`src/rtl/riscv_instr_encoder.sv`:
```
// RV32I instruction encoder: packs decoded fields into 32-bit machine words through an
// elastic two-stage valid/ready pipeline, tagging each word with a running address.
module riscv_instr_encoder #(
  parameter logic [31:0] BASE_ADDR = 32'h0000_0000,
  parameter int unsigned CNT_W     = 16
) (
  input  logic             clk,
  input  logic             rst_n,
  input  logic             in_valid,
  output logic             in_ready,
  input  logic [6:0]       in_opcode,
  input  logic [4:0]       in_rd,
  input  logic [4:0]       in_rs1,
  input  logic [4:0]       in_rs2,
  input  logic [2:0]       in_funct3,
  input  logic [6:0]       in_funct7,
  input  logic [31:0]      in_imm,
  input  logic             addr_load,
  input  logic [31:0]      addr_value,
  output logic             out_valid,
  input  logic             out_ready,
  output logic [31:0]      out_instr,
  output logic [31:0]      out_addr,
  output logic             out_err,
  output logic [CNT_W-1:0] emit_count,
  output logic [CNT_W-1:0] err_count,
  output logic             busy
);
  localparam logic [6:0]       OPC_LUI    = 7'b0110111;
  localparam logic [6:0]       OPC_AUIPC  = 7'b0010111;
  localparam logic [6:0]       OPC_JAL    = 7'b1101111;
  localparam logic [6:0]       OPC_JALR   = 7'b1100111;
  localparam logic [6:0]       OPC_BRANCH = 7'b1100011;
  localparam logic [6:0]       OPC_LOAD   = 7'b0000011;
  localparam logic [6:0]       OPC_STORE  = 7'b0100011;
  localparam logic [6:0]       OPC_IMM    = 7'b0010011;
  localparam logic [6:0]       OPC_OP     = 7'b0110011;
  localparam logic [31:0]      NOP        = 32'h0000_0013;
  localparam logic [CNT_W-1:0] CNT_ONE    = {{(CNT_W-1){1'b0}}, 1'b1};

  logic        s1_valid;
  logic        s1_err;
  logic [6:0]  s1_op;
  logic [4:0]  s1_rd;
  logic [4:0]  s1_rs1;
  logic [4:0]  s1_rs2;
  logic [2:0]  s1_f3;
  logic [6:0]  s1_f7;
  logic [31:0] s1_imm;

  logic        s1_advance;
  logic        s2_advance;
  logic        out_fire;
  logic        in_err;
  logic        in_shift;
  logic        s1_shift;
  logic        i_bad;
  logic        b_bad;
  logic        j_bad;
  logic [31:0] enc;

  assign s2_advance = !out_valid || out_ready;
  assign s1_advance = s2_advance || !s1_valid;
  assign in_ready   = !s1_valid || s1_advance;
  assign out_fire   = out_valid && out_ready;
  assign busy       = s1_valid || out_valid;

  // Range checks: the bits above the encodable field must be a pure sign extension.
  assign i_bad    = !((&in_imm[31:11]) || !(|in_imm[31:11]));
  assign b_bad    = !((&in_imm[31:12]) || !(|in_imm[31:12]));
  assign j_bad    = !((&in_imm[31:20]) || !(|in_imm[31:20]));
  assign in_shift = (in_opcode == OPC_IMM) && ((in_funct3 == 3'b001) || (in_funct3 == 3'b101));
  assign s1_shift = (s1_op == OPC_IMM) && ((s1_f3 == 3'b001) || (s1_f3 == 3'b101));

  always_comb begin
    in_err = 1'b1;
    case (in_opcode)
      OPC_OP:                        in_err = 1'b0;
      OPC_IMM:                       in_err = in_shift ? (|in_imm[31:5]) : i_bad;
      OPC_LOAD, OPC_JALR, OPC_STORE: in_err = i_bad;
      OPC_BRANCH:                    in_err = b_bad || in_imm[0];
      OPC_LUI, OPC_AUIPC:            in_err = |in_imm[11:0];
      OPC_JAL:                       in_err = j_bad || in_imm[0];
      default:                       in_err = 1'b1;
    endcase
  end

  always_comb begin
    enc = NOP;
    case (s1_op)
      OPC_OP:
        enc = {s1_f7, s1_rs2, s1_rs1, s1_f3, s1_rd, s1_op};
      OPC_IMM:
        enc = s1_shift ? {s1_f7, s1_imm[4:0], s1_rs1, s1_f3, s1_rd, s1_op}
                       : {s1_imm[11:0], s1_rs1, s1_f3, s1_rd, s1_op};
      OPC_LOAD, OPC_JALR:
        enc = {s1_imm[11:0], s1_rs1, s1_f3, s1_rd, s1_op};
      OPC_STORE:
        enc = {s1_imm[11:5], s1_rs2, s1_rs1, s1_f3, s1_imm[4:0], s1_op};
      OPC_BRANCH:
        enc = {s1_imm[12], s1_imm[10:5], s1_rs2, s1_rs1, s1_f3, s1_imm[4:1], s1_imm[11], s1_op};
      OPC_LUI, OPC_AUIPC:
        enc = {s1_imm[31:12], s1_rd, s1_op};
      OPC_JAL:
        enc = {s1_imm[20], s1_imm[10:1], s1_imm[11], s1_imm[19:12], s1_rd, s1_op};
      default:
        enc = NOP;
    endcase
    if (s1_err) enc = NOP;
  end

  always_ff @(posedge clk or negedge rst_n) begin
    if (!rst_n) begin
      s1_valid <= 1'b0;
      s1_err   <= 1'b0;
      s1_op    <= '0;
      s1_rd    <= '0;
      s1_rs1   <= '0;
      s1_rs2   <= '0;
      s1_f3    <= '0;
      s1_f7    <= '0;
      s1_imm   <= '0;
    end else if (s1_advance) begin
      s1_valid <= in_valid;
      if (in_valid) begin
        s1_err <= in_err;
        s1_op  <= in_opcode;
        s1_rd  <= in_rd;
        s1_rs1 <= in_rs1;
        s1_rs2 <= in_rs2;
        s1_f3  <= in_funct3;
        s1_f7  <= in_funct7;
        s1_imm <= in_imm;
      end
    end
  end

  always_ff @(posedge clk or negedge rst_n) begin
    if (!rst_n) begin
      out_valid <= 1'b0;
      out_instr <= NOP;
      out_err   <= 1'b0;
    end else if (s2_advance) begin
      out_valid <= s1_valid;
      if (s1_valid) begin
        out_instr <= enc;
        out_err   <= s1_err;
      end
    end
  end

  // A load can never coincide with a handoff: handoff implies the pipeline is busy.
  always_ff @(posedge clk or negedge rst_n) begin
    if (!rst_n) begin
      out_addr <= BASE_ADDR;
    end else if (addr_load && !busy) begin
      out_addr <= addr_value;
    end else if (out_fire) begin
      out_addr <= out_addr + 32'd4;
    end
  end

  always_ff @(posedge clk or negedge rst_n) begin
    if (!rst_n) begin
      emit_count <= '0;
      err_count  <= '0;
    end else if (out_fire) begin
      if (emit_count != '1) emit_count <= emit_count + CNT_ONE;
      if (out_err && (err_count != '1)) err_count <= err_count + CNT_ONE;
    end
  end

endmodule

```
`config.mk`:
```
export PLATFORM = sky130hd
export DESIGN_NAME = riscv_instr_encoder
export DESIGN_NICKNAME = d
export VERILOG_FILES = /design/src/rtl/riscv_instr_encoder.sv
export SDC_FILE = /design/constraint.sdc
export NUM_CORES = 1
export LEC_CHECK = 0
export BUFFER_PORTS_ARGS = -buffer_cell sky130_fd_sc_hd__buf_4
export CELL_PAD_IN_SITES_DETAIL_PLACEMENT = 1
export CELL_PAD_IN_SITES_GLOBAL_PLACEMENT = 1
export CORE_ASPECT_RATIO = 2
export CORE_UTILIZATION = 30
export DETAILED_ROUTE_END_ITERATION = 7
export GPL_ROUTABILITY_DRIVEN = 0
export PLACE_DENSITY = 0.64
export SYNTH_ARGS = -nofsm -noshare
export SYNTH_HDL_FRONTEND = slang
export SYNTH_SLANG_ARGS = --single-unit
```
`constraint.sdc`:
```
create_clock -name clk -period 1.6 [get_ports clk]
set_input_delay 0.48 -clock clk [delete_from_list [all_inputs] [get_ports clk]]
set_output_delay 0.48 -clock clk [all_outputs]
set_load 0.005 [all_outputs]
```
Yosys cells after proc, flatten, opt, wreduce, memory -nomap -nowiden
Index checks and enable logic that the tools add are counted.
{ "word_totals": {"register_bits": 164, "output_inout_bits": 100, "wordCells": 91} }
{ "classes": {"add_sub_neg": 3, "eq_ne": 24, "n_mux": 7, "n_reduce_logical": 42} }
{ "ops": {"columns": ["cell", "n"], "rows": [
  ["32-bit one-hot mux with 7 select lines", 1],
  ["32-bit two-way mux", 4],
  ["7-bit by 6-bit == test with 1-bit output, second input constant", 6],
  ["7-bit == test, second input constant", 6],
  ["16-bit by 1-bit adder with 16-bit output, second input constant", 2],
  ["32-bit by 3-bit adder with 32-bit output, second input constant", 1],
  ["16-bit != test, second input constant", 2],
  ["7-bit by 5-bit == test with 1-bit output, second input constant", 4],
  ["27-bit OR reduction", 1],
  ["12-bit OR reduction", 2],
  ["21-bit AND reduction", 1],
  ["21-bit OR reduction", 1],
  ["20-bit AND reduction", 1],
  ["20-bit OR reduction", 1],
  ["7-bit by 2-bit == test with 1-bit output, second input constant", 2],
  ["12-bit AND reduction", 1],
  ["1-bit logical OR", 11],
  ["1-bit logical NOT", 9],
  ["2-bit AND reduction", 4],
  ["3-bit by 1-bit == test with 1-bit output, second input constant", 2],
  ["3-bit == test, second input constant", 2],
  ["1-bit one-hot mux with 6 select lines", 1],
  ["2-bit OR reduction", 3],
  ["1-bit logical AND", 5],
  ["other kinds (3)", 3]
]} }

Logic depth before layout (Yosys ltp)
{ "logic_depth": {"depth_word": 6, "mapped_depth": 9, "depth_no_buf": 7} }

Worst setup path after synthesis
No wires, ideal clock.
{ "synth_timing": {"path_type": "input-to-reg", "start": "in in_imm[0]", "end": "reg s1_err", "setup_time_ns": 0.139, "arrival_ns": 1.681, "required_time_ns": 1.461, "slack_ns": -0.220, "path_stages": 5, "cell_sequence": "or4_1 o311ai_0 nand4_1 a311oi_1 o221ai_1"} }
{ "synth_between": {"elab_chain_cells": 2, "elab_cells_between_ends": 4, "cone_classes": "mux: 1; reduce/logical: 3"} }
{ "synth_lines": {"columns": ["element", "line_no", "text"], "rows": [
  ["start, declared", "17", "input logic [31:0] in_imm,"],
  ["12-bit OR reduction, or another cell as far along", "82", "OPC_LUI, OPC_AUIPC: in_err = |in_imm[11:0];"],
  ["1-bit one-hot mux with 6 select lines (*)", "77", "case (in_opcode)"],
  ["end signal, assigned", "126", "s1_err <= in_err;"],
  ["end, declared", "42", "logic s1_err;"]
]} }
Mark *: on every way between the ends. The rest lies on a longest branch, timed or not.
A chain may end at the register's enable or synchronous reset.

Worst setup path after layout
{ "layout_timing": {"start": "reg out_valid", "end": "out in_ready"} }
{ "layout_between": {"elab_chain_cells": 4} }
{ "layout_lines": {"columns": ["element", "line_no", "text"], "rows": [
  ["start, declared", "20", "output logic out_valid,"],
  ["start signal, assigned", "144", "out_valid <= s1_valid;"],
  ["1-bit logical NOT", "62", "assign s2_advance = !out_valid || out_ready;"],
  ["1-bit logical OR", "62", null],
  ["1-bit logical OR", "63", "assign s1_advance = s2_advance || !s1_valid;"],
  ["1-bit logical OR", "64", "assign in_ready = !s1_valid || s1_advance;"],
  ["end, declared", "10", "output logic in_ready,"]
]} }
No other way between the ends.

==> reports/summary.md <==
In the synthesized netlist the dominant register cell turns out to be dfrtp_1. For the worst-skew pair, the clock arrives at the later sink with an insertion delay of 0.45 ns. The most numerous cell on the critical path was buf_6. The die boundary width came out at 115.5 um. The tools report the end point of the most critical hold path as out_addr[0].

The total of flip-flops plus latches after synthesis is 164. The complex-gate fraction of the synthesized area is 10.50%. The max-slew violation total from the final report is 0, and the portion of synthesized cell area occupied by the leading cell type is 52.10%.

The switching part of the total is 29.32%, and the reg2reg setup slack is -0.22 ns. The mean instance size in the synthesized netlist was 10.75 um^2; the area of the placeable core was 25140 um^2. The tools report the number of global-route vias before repair as 8254.

The critical path contains buffers and inverters numbering 3 combined. The tools report the final count of hold timing violations as 0. The tools report the antenna diode count as 0.

The synthesized design contains 0 enable-type register cells. Filler-free cell count of the finished design: 1506. For the worst setup path, the data arrival time is 1.38 ns. Setup repair after global routing could not meet its margin everywhere.

Along the worst hold path, the cell count comes to 3. The largest fanout on the critical path was 4. The floorplan step set the die height to 229.0 um.

The synthesized netlist devotes 5.777% of its cell area to XOR and XNOR gates. Counting tap cells, the placed design contains a total of 1393 instances. For this run, the slowest stage of the critical path takes 0.38 ns. Maximum clock skew at final layout: 0.01118 ns.

Static leakage: 0.006381 uW. The root buffer cell chosen for the clock tree is clkbuf_16. In this run the deepest clock path goes through 2 buffers.

The total number of nets in the final design came out at 1261. Setup violations remaining at the end of the flow were counted as 125. In this run the critical register-to-register path is captured at out_addr[21]. 201 I/O pins were placed. The cell type contributing the most total cell area after synthesis is dfrtp_1. The slowest stage of the critical path is the dfrtp_1 cell.

The worst hold path class is input port to flop. The clock share of power was 30.5%. The category of cells accounting for the largest share of critical-path delay is buffers and inverters. After synthesis, flip-flops and latches occupy 53.12% of the total area. In this run, flip-flops and latches consume 36.1% of the power. In this run, CTS created clock tree buffers numbering 17.

Fill cells in the final layout number 2665. After floorplanning, the core was divided into 82 placement rows. Remaining antenna violation count: 0.

The count of cells along the worst register-to-register path is 8, and the number of synthesis warnings is 0. Total internal power: 10580 uW. In the final layout, flip-flops and latches occupy 4119 um^2. The worst hold path begins at addr_value[0]. The part of the total power dissipated in combinational logic is 33.4%. The tools report the global-route wire length before repair as 44990 um. The number of buffers added on ports works out to 200. The proportion of synthesized area in mux cells works out to 9.757%. The reg-to-reg critical path startpoint is out_addr[12]. Measured against its own limit, the worst slew margin works out to 68.85%. In the post-synthesis netlist, the biggest area contributors are dfrtp_1 (52%), mux2_2 (9.8%), nand2_1 (5.3%), xnor2_1 (3.7%), o21ai_0 (3.4%). The placed instances occupy a cell area of 10930 um^2. The dominant combinational cell family by area after synthesis is simple AND/OR/NAND/NOR gates. In the finished design, the share of the clock period the worst path needs comes to 116.6%. The wire-length estimate of the detail-placed layout is 21340 um.

The signal on the critical path passes through buf_6, nand3b_1, buf_6, buf_6. The initial DRC count came out at 245. The tightest hold path in the finished design has a slack of 0.2403 ns. The initial antenna violation count is 0, and the peak supply drop is 803.2 uV.

The worst setup path is launched from a flop. For this run, design rule violations remaining after detail routing come to 0. The routed wire length is 32840 um.

The checks that failed: setup timing. Global routing finished with a remaining overflow of 0. TritonCTS built the clock tree. The fraction of final layout cells with drive strength greater than 1 is 57.69%.

The clock net in this run drives a total of 164 sinks. The run finished, with violations left. The area of all placed cells without fillers was 13640 um^2; the total power divided by cell area was 1098 nW/um^2. The overall track demand over capacity in global routing is 23.12%, and the clock-pin transition on the worst setup and hold timing paths is 0.06 ns. Adding up every negative setup slack in the final design gives -10.15 ns.

The post-route minimum period is 1.865 ns. The via density per instance was 5.148. The number of instances in the synthesized netlist is 719. Summed over all nets, the switching power comes to 4390 uW. Timing would allow up to 0.5362 GHz.

Endpoint type of the worst setup path: a primary output. The combined area of all synthesized cells came out at 7732 um^2. The tools report the initial standard-cell utilization of the core as 30.76%.

The average wire per standard cell was 21.80 um. The share of synthesized cell area in and, or, nand and nor gates was 17.72%; the length of the first detailed-routing pass in iterations was 5. From synthesis to final layout, the design area changed by 76.38%. The area taken by multi-input logic gates was 4297 um^2. For the number of distinct library cell variants in the gate-level netlist after synthesis, the log shows 63. The run gives 40 as the largest net degree at the start of global routing. The critical path class is flop to primary output. The worst setup timing slack at the placement stage was -0.7340 ns. At the worst endpoint, the required time is 1.12 ns. The max-cap violation count was 0; the detailed-route via count was 7753. The full die area was 26460 um^2; the H-tree depth was 4. The actual transition at the worst max-transition pin is 0.4661 ns, and the fraction of registers with async set or reset after synthesis is 100.0%. The final worst setup slack is -0.2650 ns. The number of nets handed over by synthesis was 823. Of the total synthesized cell area, the portion taken by full adders, half adders and majority gates is 0.4854%.
power groups by stage:
| stage | registers [uW] | clock network (uW) | logic [uW] |
|---|---|---|---|
| 2_1_floorplan | 5410 | 0 | 1220 |
| 3_3_place_gp | 5300 | 0 | 3460 |
| 3_5_place_dp | 5340 | 0 | 3530 |
| 4_1_cts | 5350 | 4700 | 4100 |
| 5_1_grt | 5470 | 4830 | 5330 |
| 6_report | 5410 | 4570 | 5000 |
worst max path at each step:
stage                  from            to  slack [ns]  depth (start not counted)
2_1_floorplan     in_imm[0]        s1_err       -0.18                          5
3_3_place_gp     in_imm[31]        s1_err       -0.68                          9
3_5_place_dp     in_imm[31]        s1_err       -0.73                          9
4_1_cts           out_valid      in_ready       -0.26                          4
5_1_grt        out_addr[16]  out_addr[31]       -0.36                          7
6_report          out_valid      in_ready       -0.26                          4
cell families after synthesis:
group	count (synthesis)
xor+xnor	51
fa+ha+maj	3
simple gates	266
mux	67
compound gates	125
flops	164
buf+inv	43
through the flow:
stage,util [%],power [uW]
2_1_floorplan,-,6630
3_3_place_gp,43.48,8762
3_5_place_dp,43.48,8868
4_1_cts,49.88,14150
5_1_grt,54.26,15630
6_report,54.26,14970
worst min-delay path, stage by stage:
cell,delay (ns)
buf_4,0.08
nand2_1,0.04
nand2_1,0.05
layer usage:
layer	vias up	global-route usage, %	wire length [um]
met5	-	0	0
met3	104	4.313	1137
met4	0	12.99	2146
met2	249	46.84	19430
met1	3936	19.91	10120
li1	3464	-	-
area by class of cell:
type | count | share of cell area [%]
Multi-Input combinational cell | 514 | 31.50
Inverter | 13 | 0.3578
Timing Repair Buffer | 447 | 30.06
Clock inverter | 11 | 1.266
Clock buffer | 21 | 3.523
Sequential cell | 164 | 30.20
Tap cell | 336 | 3.083
cell usage after synthesis (all sizes together) (3+ instances only):
cell type / n
clkbuf: 17
dfstp: 3
dfrtp: 161
nand3: 25
o21ai: 56
nor2: 35
nand2: 109
xnor2: 33
inv: 13
or3: 3
a21oi: 15
and2: 4
mux2: 67
buf: 13
nand2b: 9
o311ai: 3
nor3: 10
a22oi: 20
ha: 3
a221o: 3
a222oi: 10
o21a: 3
nor4: 12
xor2: 18
nand4: 27
and3: 18
nand3b: 3
cell usage in the layout (no fill, tap or decap), types with 20 or more instances in the layout:
cell       netlist  routed
buf_4            0     314
dfrtp_1        161     152
buf_6            1     109
nand2_1        109     101
mux2_4           0      64
xnor2_1         33      28
nand4_1         26      26
o21ai_1          4      23
clkbuf_16        0      22
nor2_1          35      20
timing repair:
action / in CTS / in global routing
pin swaps: 48 / 42
hold endpoints to repair: 21 / 0
setup buffers: 44 / 43
setup endpoints to repair: 104 / 185
gates resized for setup: 168 / 196
hold buffers: 1 / 0
cloned: 4 / 8
sequential cells by signal, indices dropped and copies added (netlist names), 7 cells and up:
name / count
out_addr: 32
out_instr: 32
s1_imm: 32
emit_count: 16
err_count: 16
s1_f7: 7
s1_op: 7
(Power assumes the default switching activity.)
